**config.mk**
```make
export PLATFORM = sky130hd
export DESIGN_NAME = ifu_fetch
export DESIGN_NICKNAME = d
export VERILOG_FILES = /design/src/rtl/ifu_fetch.sv
export SDC_FILE = /design/constraint.sdc
export NUM_CORES = 1
export LEC_CHECK = 0
export BUFFER_PORTS_ARGS = -buffer_cell sky130_fd_sc_hd__buf_2
export CELL_PAD_IN_SITES_DETAIL_PLACEMENT = 1
export CELL_PAD_IN_SITES_GLOBAL_PLACEMENT = 1
export CORE_MARGIN = 2
export CORE_UTILIZATION = 33
export DETAILED_ROUTE_END_ITERATION = 8
export PLACE_DENSITY_LB_ADDON = 0.12
export SLEW_MARGIN = 20
export SYNTH_ARGS = -nofsm -noshare
export SYNTH_HDL_FRONTEND = slang
export SYNTH_SLANG_ARGS = --single-unit
```
**constraint.sdc**
```tcl
create_clock -name clk -period 4.4 [get_ports clk]
set_clock_uncertainty 0.2 [all_clocks]
set_input_delay 0.44 -clock clk [delete_from_list [all_inputs] [get_ports clk]]
set_output_delay 0.44 -clock clk [all_outputs]
set_load 0.02 [all_outputs]
```
**src/rtl/ifu_fetch.sv**
```systemverilog
// ifu_fetch: single-outstanding instruction fetch stage.
// Reads one word per instruction from instruction memory, presents
// {pc, inst, fetch_err} to decode, then waits for write-back to return
// the next PC. A misaligned next PC is turned into a faulting NOP
// without touching memory.
// Optional performance counters are built when IFU_PERF_EN is defined;
// otherwise perf_fetch_cnt/perf_stall_cnt are tied to zero.
module ifu_fetch #(
  parameter logic [31:0] RESET_PC = 32'h80000000,
  parameter logic [31:0] NOP_INST = 32'h00000013
) (
  input  logic        clk,
  input  logic        rst,
  output logic [31:0] imem_araddr,
  output logic        imem_arvalid,
  input  logic        imem_arready,
  input  logic [31:0] imem_rdata,
  input  logic [1:0]  imem_rresp,
  input  logic        imem_rvalid,
  output logic        imem_rready,
  output logic [31:0] pc,
  output logic [31:0] inst,
  output logic        fetch_err,
  output logic        valid_out_idu,
  input  logic        ready_in_idu,
  input  logic [31:0] npc,
  input  logic        npc_valid,
  output logic        ready_out_wbu,
  output logic [31:0] perf_fetch_cnt,
  output logic [31:0] perf_stall_cnt
);

  typedef enum logic [2:0] {
    BOOT     = 3'd0,
    REQ      = 3'd1,
    RESP     = 3'd2,
    SEND     = 3'd3,
    WAIT_NPC = 3'd4
  } state_t;

  state_t state;
  state_t state_nxt;

  logic xfer_idu;
  logic npc_misaligned;

  assign xfer_idu       = (state == SEND) && ready_in_idu;
  assign npc_misaligned = (npc[1:0] != 2'b00);

  // Handshake outputs come straight from the state so they are glitch-free.
  assign imem_arvalid  = (state == REQ);
  assign imem_rready   = (state == RESP);
  assign valid_out_idu = (state == SEND);
  assign ready_out_wbu = (state == WAIT_NPC);
  assign imem_araddr   = {pc[31:2], 2'b00};

  // State register; reset parks the stage in BOOT so memory sees no request.
  always_ff @(posedge clk or posedge rst) begin
    if (rst) begin
      state <= BOOT;
    end else begin
      state <= state_nxt;
    end
  end

  // Next-state logic: one instruction walks REQ -> RESP -> SEND -> WAIT_NPC.
  always_comb begin
    state_nxt = state;
    case (state)
      BOOT:     state_nxt = REQ;
      REQ:      if (imem_arready) state_nxt = RESP;
      RESP:     if (imem_rvalid) state_nxt = SEND;
      SEND:     if (ready_in_idu) state_nxt = WAIT_NPC;
      WAIT_NPC: begin
        if (npc_valid) begin
          state_nxt = npc_misaligned ? SEND : REQ;
        end
      end
      default:  state_nxt = BOOT;
    endcase
  end

  // Payload registers: captured from memory or write-back, held otherwise.
  always_ff @(posedge clk or posedge rst) begin
    if (rst) begin
      pc        <= RESET_PC;
      inst      <= NOP_INST;
      fetch_err <= 1'b0;
    end else begin
      case (state)
        RESP: begin
          if (imem_rvalid) begin
            if (imem_rresp == 2'b00) begin
              inst      <= imem_rdata;
              fetch_err <= 1'b0;
            end else begin
              inst      <= NOP_INST;
              fetch_err <= 1'b1;
            end
          end
        end
        WAIT_NPC: begin
          if (npc_valid) begin
            pc <= npc;
            if (npc_misaligned) begin
              inst      <= NOP_INST;
              fetch_err <= 1'b1;
            end
          end
        end
        default: begin
        end
      endcase
    end
  end

`ifdef IFU_PERF_EN
  logic [31:0] fetch_cnt;
  logic [31:0] stall_cnt;

  // Free-running wrap-around counters of decode transfers and memory waits.
  always_ff @(posedge clk or posedge rst) begin
    if (rst) begin
      fetch_cnt <= 32'd0;
      stall_cnt <= 32'd0;
    end else begin
      if (xfer_idu) begin
        fetch_cnt <= fetch_cnt + 32'd1;
      end
      if ((state == REQ) || (state == RESP)) begin
        stall_cnt <= stall_cnt + 32'd1;
      end
    end
  end

  assign perf_fetch_cnt = fetch_cnt;
  assign perf_stall_cnt = stall_cnt;
`else
  assign perf_fetch_cnt = 32'd0;
  assign perf_stall_cnt = 32'd0;
`endif

endmodule

```
## Word-level counts from Yosys, hierarchy flattened

Cells that the tools add are included.
Widths: inputs -> output; s select.

- Memory bits (read-only): 0
- Output and inout port bits: 165
- Bits in latches: 0
- Input port bits: 72
- Bits in writable memories: 0
- Flip-flop bits (word level): 68
- Logic and storage cells: 36
- Memories: 0

- Mux-type cells: 16
- Reductions and logical operators: 7
- Bitwise operators: 0
- $mul: 0
- Divide/modulo/power cells: 0
- Add/sub/neg operators: 0
- Equality and inequality tests: 9
- Shift-type cells: 0
- Order comparisons: 0

Operators by type and width:

| cell | count |
|---|---|
| $mux 32 | 4 |
| $pmux 32 s2 | 1 |
| $pmux 3 s5 | 1 |
| $mux 3 | 4 |
| $reduce_and 4->1 | 2 |
| $eq 3x2->1 const B | 2 |
| $ne 2x1->1 const B | 3 |
| $mux 1 | 4 |
| $ne 2x2->1 const B | 2 |
| $reduce_bool 2->1 | 2 |
| $eq 3x1->1 const B | 1 |
| $eq 3x3->1 const B | 1 |
| $logic_not 3->1 | 1 |
| $logic_not 2->1 | 1 |
| $mux 2 | 1 |
| $pmux 1 s2 | 1 |
| $reduce_and 2->1 | 1 |

## Logic depth before layout (Yosys ltp)

Gate-level depths: netlist (run 1).

- Word-level depth: 4
- Gate-level depth with buffers: 7

## Worst setup path before layout (run 1)

OpenSTA, ideal clock, no wires.

- Path type: register to register
- From: reg state[1]
- To: reg pc[10]
- Arrival: 1.719 ns
- Stages on the path, launching flop included: 7
- Library setup time: 0.125 ns
- Path slack: 2.356 ns
- Path through: dfrtp_1 -> buf_2 -> nor3b_2 -> and2_1 -> buf_4 -> buf_6 -> mux2_2

- Word-level cells in the longest chain between the ends: 2

Ends and longest elaborated chain:

| what | line | text |
|---|---|---|
| from (decl) | 41 | `state_t state;` |
| from (signal assigned) | 62 | `state <= state_nxt;` |
| $eq 3x3->1 | -- |  |
| via ready_out_wbu | 28 | `output logic ready_out_wbu,` |
| $reduce_and 2->1 (no line) | -- |  |
| to (signal assigned) | 104 | `pc <= npc;` |
| to (decl) | 21 | `output logic [31:0] pc,` |

The timed path passes the listed nets, and every way through them passes these cells.
A chain may end at the register's enable or synchronous reset.

## Worst setup path after layout (run 1)

- From: reg state[2]
- To: reg inst[1]

- Word-level cells in the longest chain between the ends: 3
- Elaborated cells between the ends (all ways): 8
- Those cells by class: eq/ne (5); mux (1); reduce/logical (2)

Ends and longest elaborated chain:

| what | line | text |
|---|---|---|
| $eq 3x3->1 or $eq 3x2->1 (tied branches) | 90 | `case (state)` |
| $ne 2x1->1 (no line) (tied with other cells) | -- |  |
| $reduce_and 4->1 (no line) | -- |  |
| to (signal assigned) | 94 | `inst <= imem_rdata;` |
| to (decl) | 22 | `output logic [31:0] inst,` |

Several ways; a longest one is shown, not always the timed one.

==> results of run 1 <==
-- critical path: stages, from the launching register on --
cell,delay (ps)
dfrtp_1,460
nor2b_2,190
o21ai_1,90
a221o_2,840
mux2_2,410
-- flip-flops by register name, indices dropped and copies added, names as in the netlist --
signal and flops:
pc 32, state 3, inst 32, fetch_err 1
-- final timing paths --
| kind | from | to | slack [ps] | depth (start not counted) |
|---|---|---|---|---|
| max | state[2] | inst[1] | 2120 | 4 |
| min | rst | inst[3] | 90 | 2 |
| max reg2reg | state[2] | inst[1] | 2120 | 4 |
| min reg2reg | pc[0] | pc[0] | 320 | 1 |
| max in group asynchronous | rst | pc[31] | 2940 | 3 |
| min in group clk | npc[6] | pc[6] | 120 | 2 |
-- synth_stat cells --
master	count
nand2b_1	3
inv_1	34
conb_1	1
nor3b_1	2
a311o_1	1
nand3_1	3
o21ai_1	1
buf_2	5
mux2_2	35
nand2_1	31
buf_4	97
a221o_1	1
nor3b_2	1
a21oi_1	3
nor2b_2	1
dfstp_2	4
buf_6	7
mux2i_1	31
nor3_1	1
dfrtp_1	64
o21ai_0	3
and2_1	1
-- kinds of logic after synthesis --
kind of cell / count (synthesis) / synth area share [%]
DFF: 68 / 47.1
muxes: 66 / 19.4
and+or+nand+nor: 43 / 5.45
other: 1 / 0.103
buffers and inverters: 143 / 26.5
AOI/OAI and AO/OA: 9 / 1.52
-- routing by layer --
| metal | GRT usage [%] | vias up | wire length (um) |
|---|---|---|---|
| li1 | - | 1162 | - |
| met1 | 15.4 | 1171 | 3160 |
| met2 | 22.9 | 130 | 4210 |
| met3 | 3.23 | 11 | 678 |
| met4 | 6.59 | 0 | 155 |
| met5 | 0 | - | 0 |
-- power groups by stage --
stage	Combinational (mW)	Clock, mW	Sequential [mW]
final	1.60	0.571	1.14
after global routing	1.73	0.620	1.19
after CTS	1.64	0.596	1.15
after detailed placement	1.63	0	1.16
after global placement	1.61	0	1.14
after floorplan	0.974	0	1.47
-- through the flow --
| stage | worst slack [ps] | hold slack, ps |
|---|---|---|
| 2_1_floorplan | 2060 | 374 |
| 3_3_place_gp | 2120 | 303 |
| 3_5_place_dp | 2100 | 300 |
| 4_1_cts | 2090 | 101 |
| 5_1_grt | 1970 | 110 |
| 6_report | 2120 | 91.9 |
-- area by class of cell --
type | count | area share (%)
clock inverter | 5 | 1.74
multi-input combinational | 184 | 28.1
inverter | 34 | 2.96
sequential | 68 | 39.6
clock buffer | 11 | 3.28
timing repair buffer | 173 | 20.3
tap | 140 | 4.06
==> impl_metrics.ini, run 1 <==
[outcome]
status = finished clean

[worst_setup_path]
arrival_ps = 2350
critPathMaxFanout = 33
critPathCaptureType = register
worst-setup-path-type = register to register
cp.required_ps = 4470
startpoint_type = register

[layout]
multi_input_area_um2 = 1210
final_core_util_pct = 39.9
nNetsFinal = 542
seqCellArea_um2 = 1710
fillers = 1308
antenna_cells = 0
syn2layout_area_growth_pct = 18.8
layout_commonest_cell = buf_2
final_cell_area_um2 = 4310
drive_gt1_share_pct = 48.8
final_cell_mix = buf_2 (170), conb_1 (66), dfrtp_1 (64), mux2_2 (35), inv_1 (33)
final_cells = 615

[run]
max_cap_violations = 0

[floorplanning]
rows = 38
die_h_um = 109
start_util_pct = 33.6
ios = 237
die_area_um2 = 11800
core_area_um2 = 10800
die_w_um = 109

[clock_tree]
clockBufferDepth = 2
clk_latency_ps = 340
cts_made_buffers = 9
ctsHoldBuffers = 0
cts_tree = built
cts-root-buf = clkbuf_8
post_cts_buffers = 0
cts_max_level = 3
cts-resized-gates = 0
clk_pin_slew_ps = 70
clkSinkCount = 68

[route]
ant_nets = 0
via_per_inst = 4.02
post-route-drc-count = 0
routedWlPerCell_um = 13.4
drt_iter0_markers = 48
vias = 2474
routed_wl_mm = 8.21
first_pass_iters = 4

[placement]
place_area_um2 = 4090
place_hpwl_mm = 6.24
place.gp.congestion = 0.719
dp.cells = 599
io_buffers = 170

[hold_path]
hp-class = input pin to asynchronous set/reset pin

[global_route]
grt_usage_pct = 13.3
grt_max_degree = 41
first_global_vias = 2335
grt_pass1_wl_mm = 12.0
antenna_found_initial = 0
grt_overflow = 0

[synth]
yosys_warnings = 0
synth_seq_cells = 68
synth.area.top_cells = dfrtp_1 (44%), buf_4 (20%), mux2_2 (11%)
yosys.area.top_type_share_pct = 44.2
synth_seq_area_share_pct = 47.1
synth_cell_types = 22
syn-instance-count = 330
yosysTopAreaCell = dfrtp_1
syn_avg_cell_area_um2 = 11.0
synthesis.area_um2 = 3630

[power_and_ir_drop]
power_frac_seq_pct = 34.4
peakVddDrop_mv = 0.293
combPwrFrac_pct = 48.4
sw_frac_of_total_pct = 44.0
leakage_nw = 2.55
p_switching_mw = 1.46
intPower_mw = 1.86
pwr-share-clk_pct = 17.2
finalPower_mw = 3.32
powerDensity_nw_per_um2 = 769

[timing]
hold_violations = 0
max_freq_mhz = 439
worstMarginPinSlew_ps = 1020
fin_crit_sh_pct = 51.7
rsz0062_at_grt = false
post-route-min-period_ps = 2280
tns_ps = 0
setup_viol = 0
slew_headroom_pct = 32.0
finalMaxSlewViolations = 0
Power figures use the tool's default switching activity.
==> inputs of run 2 (changes only) <==
--- a/config.mk
+++ b/config.mk
@@ -5,11 +5,12 @@
 export SDC_FILE = /design/constraint.sdc
 export NUM_CORES = 1
 export LEC_CHECK = 0
+export ABC_AREA = 1
 export BUFFER_PORTS_ARGS = -buffer_cell sky130_fd_sc_hd__buf_2
 export CELL_PAD_IN_SITES_DETAIL_PLACEMENT = 1
 export CELL_PAD_IN_SITES_GLOBAL_PLACEMENT = 1
 export CORE_MARGIN = 2
-export CORE_UTILIZATION = 33
+export CORE_UTILIZATION = 27
 export DETAILED_ROUTE_END_ITERATION = 8
 export PLACE_DENSITY_LB_ADDON = 0.12
 export SLEW_MARGIN = 20
==> constraint.sdc (replaced) <==
create_clock -name clk -period 2 [get_ports clk]
set_clock_uncertainty 0.2 [all_clocks]
set_input_delay 0.2 -clock clk [delete_from_list [all_inputs] [get_ports clk]]
set_output_delay 0.2 -clock clk [all_outputs]
set_load 0.02 [all_outputs]
==> run 2 against run 1 <==
Clock power rose to 2.9 times the previous value; combinational power rose by 140%; design area grew 20%; final cell count grew 39%; sequential power is 120% higher; synthesized cell count increased by 48%; global-route usage grew 2.1 points; routed wire length grew 42%; register-to-register slack worse by 1900 ps; die area rose by 29%; utilization fell by 2.7 points; flip-flop and latch count stayed put; critical path type is now register to output pin; largest cell class unchanged.
==> impl_metrics.ini, run 2 <==
[outcome]
status = finished clean

[global_route]
first_global_vias = 3530
grt_usage_pct = 15.4
grt_max_degree = 69
grt_overflow = 0
antenna_found_initial = 1
grt_pass1_wl_mm = 18.0

[timing]
setup_viol = 0
tns_ps = 0
max_freq_mhz = 544
finalMaxSlewViolations = 0
rsz0062_at_grt = false
slew_headroom_pct = 59.1
hold_violations = 0
fin_crit_sh_pct = 91.9
hold_slack_ps = 15.4
post-route-min-period_ps = 1840
worstMarginPinSlew_ps = 613

[clock_tree]
cts-root-buf = clkbuf_16
clk_latency_ps = 330
clk_pin_slew_ps = 50
clkSinkCount = 68
cts_made_buffers = 9
cts_tree = built
clockBufferDepth = 2
cts_max_level = 3

[placement]
place.gp.congestion = 0.857
dp.cells = 792
place_hpwl_mm = 7.86
place_area_um2 = 4390
io_buffers = 170

[power_and_ir_drop]
sw_frac_of_total_pct = 47.1
power_frac_seq_pct = 31.2
combPwrFrac_pct = 48.6
p_switching_mw = 3.79
peakVddDrop_mv = 0.393
pwr-share-clk_pct = 20.2
leakage_nw = 3.05
intPower_mw = 4.26
powerDensity_nw_per_um2 = 1550

[route]
vias = 3588
topRoutingLayerUsed = met5
wl_met3_um = 828
routedWlPerCell_um = 13.6
wl_met1_mm = 5.05
routed_wl_mm = 11.7
dr_wl_met2_mm = 5.47
first_pass_iters = 6
via_per_inst = 4.19
ant_nets = 0
drt_iter0_markers = 125
post-route-drc-count = 0

[synth]
syn_avg_cell_area_um2 = 7.90
ys_async_sr_fraction_pct = 100
synth_seq_cells = 68
synth_common_cells = nand2_1 (170), buf_4 (97), nand3_1 (65)
synth_top_flop_cell = dfrtp_1
synthesis.area_um2 = 3870
synth_seq_area_share_pct = 44.1
yosys_warnings = 0
yosysMostFrequentCell = nand2_1
syn-instance-count = 490
synth.area.top_cells = dfrtp_1 (41%), buf_4 (19%), nand2_1 (16%)
synth_cell_types = 20
yosysTopAreaCell = dfrtp_1
synth_edf_count = 0
yosys.area.top_type_share_pct = 41.4

[worst_setup_path]
cp_cell_sequence = nor2_2, nand2_2, inv_4, buf_2
slowest_stage = dfrtp_1
startpoint_type = register
cp.required_ps = 1600
arrival_ps = 1440
critPathCaptureType = output pin
critPathMaxFanout = 12
cpPeakStageDelay_ps = 430
worst-setup-path-type = register to output pin

[hold_path]
hp-class = input pin to register

[run]
max_cap_violations = 0

[floorplanning]
die_h_um = 124
rows = 43
core_area_um2 = 13900
die_area_um2 = 15300
start_util_pct = 27.8
die_w_um = 124
ios = 237

[layout]
final_cell_mix = nand2_1 (170), buf_2 (170), conb_1 (66), nand3_1 (65), dfrtp_1 (64)
drive_gt1_share_pct = 31.6
largestRegisters = inst x32, pc x32, state x3
final_cells = 857
nNetsFinal = 744
syn2layout_area_growth_pct = 34.0
antenna_cells = 0
final_cell_area_um2 = 5190
run 2: changes by cell type after synthesis, moves of 9 or more:
cell	delta
nand2_1	+139
nand3_1	+62
mux2_2	-35
nor2_1	+33
mux2i_1	-31
inv_1	-25
buf_2	+9
run 2: cell families after synthesis:
group                  share of synthesized area [%]
and+or+nand+nor                                 31.0
buffers and inverters                           24.1
DFF                                             44.1
AOI/OAI and AO/OA                              0.711
other                                         0.0969
run 2: cell type report:
cell class / count / area (um^2)
inverter: 14 / 58.8
sequential: 68 / 1710
tap: 180 / 225
clock buffer: 12 / 256
timing repair buffer: 227 / 1410
fill: 1725 / 8750
multi-input combinational: 352 / 1480
clock inverter: 4 / 47.5
run 2: stage by stage:
stage	total power, mW	utilization (%)	setup slack (ps)
global route	8.71	37.2	17.5
global placement	6.37	31.5	236
CTS	8.18	37.2	55.2
finish	8.04	37.2	161
detailed placement	6.42	31.5	195
floorplan	5.55	-	513
run 2: timing repair:
action,in CTS,in global routing
gates resized for setup,0,1
setup endpoints to repair,0,1
endpoints found under the hold margin,112,0
buffers inserted,0,0
hold buffers,49,0
run 2: worst paths after layout:
path                                      from  slack [ps]  cells past startpoint             to
worst max-delay path                  state[0]         160                      4  ready_out_wbu
worst min-delay path            imem_rdata[27]          20                      5       inst[27]
worst max register to register        state[2]         210                      6       inst[24]
worst min register to register         inst[4]         260                      2        inst[4]
max in group asynchronous                  rst         970                      4         pc[31]
min in group asynchronous                  rst         310                      4       inst[16]
run 2: critical path: cells and delay by family (launching register included):
| family | cells | cell delay, ps |
|---|---|---|
| buffers and inverters | 2 | 340 |
| and+or+nand+nor | 2 | 330 |
| DFF | 1 | 430 |
run 2: per-layer routing:
metal	GRT usage, %	vias up
met5	0	-
met4	7.74	2
met3	3.75	24
met2	25.3	146
met1	18.8	1694
li1	-	1722
run 2: power groups by stage:
stage	clock (mW)	sequential [mW]	combinational, mW
2_1_floorplan	0	3.22	2.33
3_3_place_gp	0	2.51	3.86
3_5_place_dp	0	2.54	3.89
4_1_cts	1.69	2.53	3.96
5_1_grt	1.75	2.62	4.34
6_report	1.63	2.51	3.91
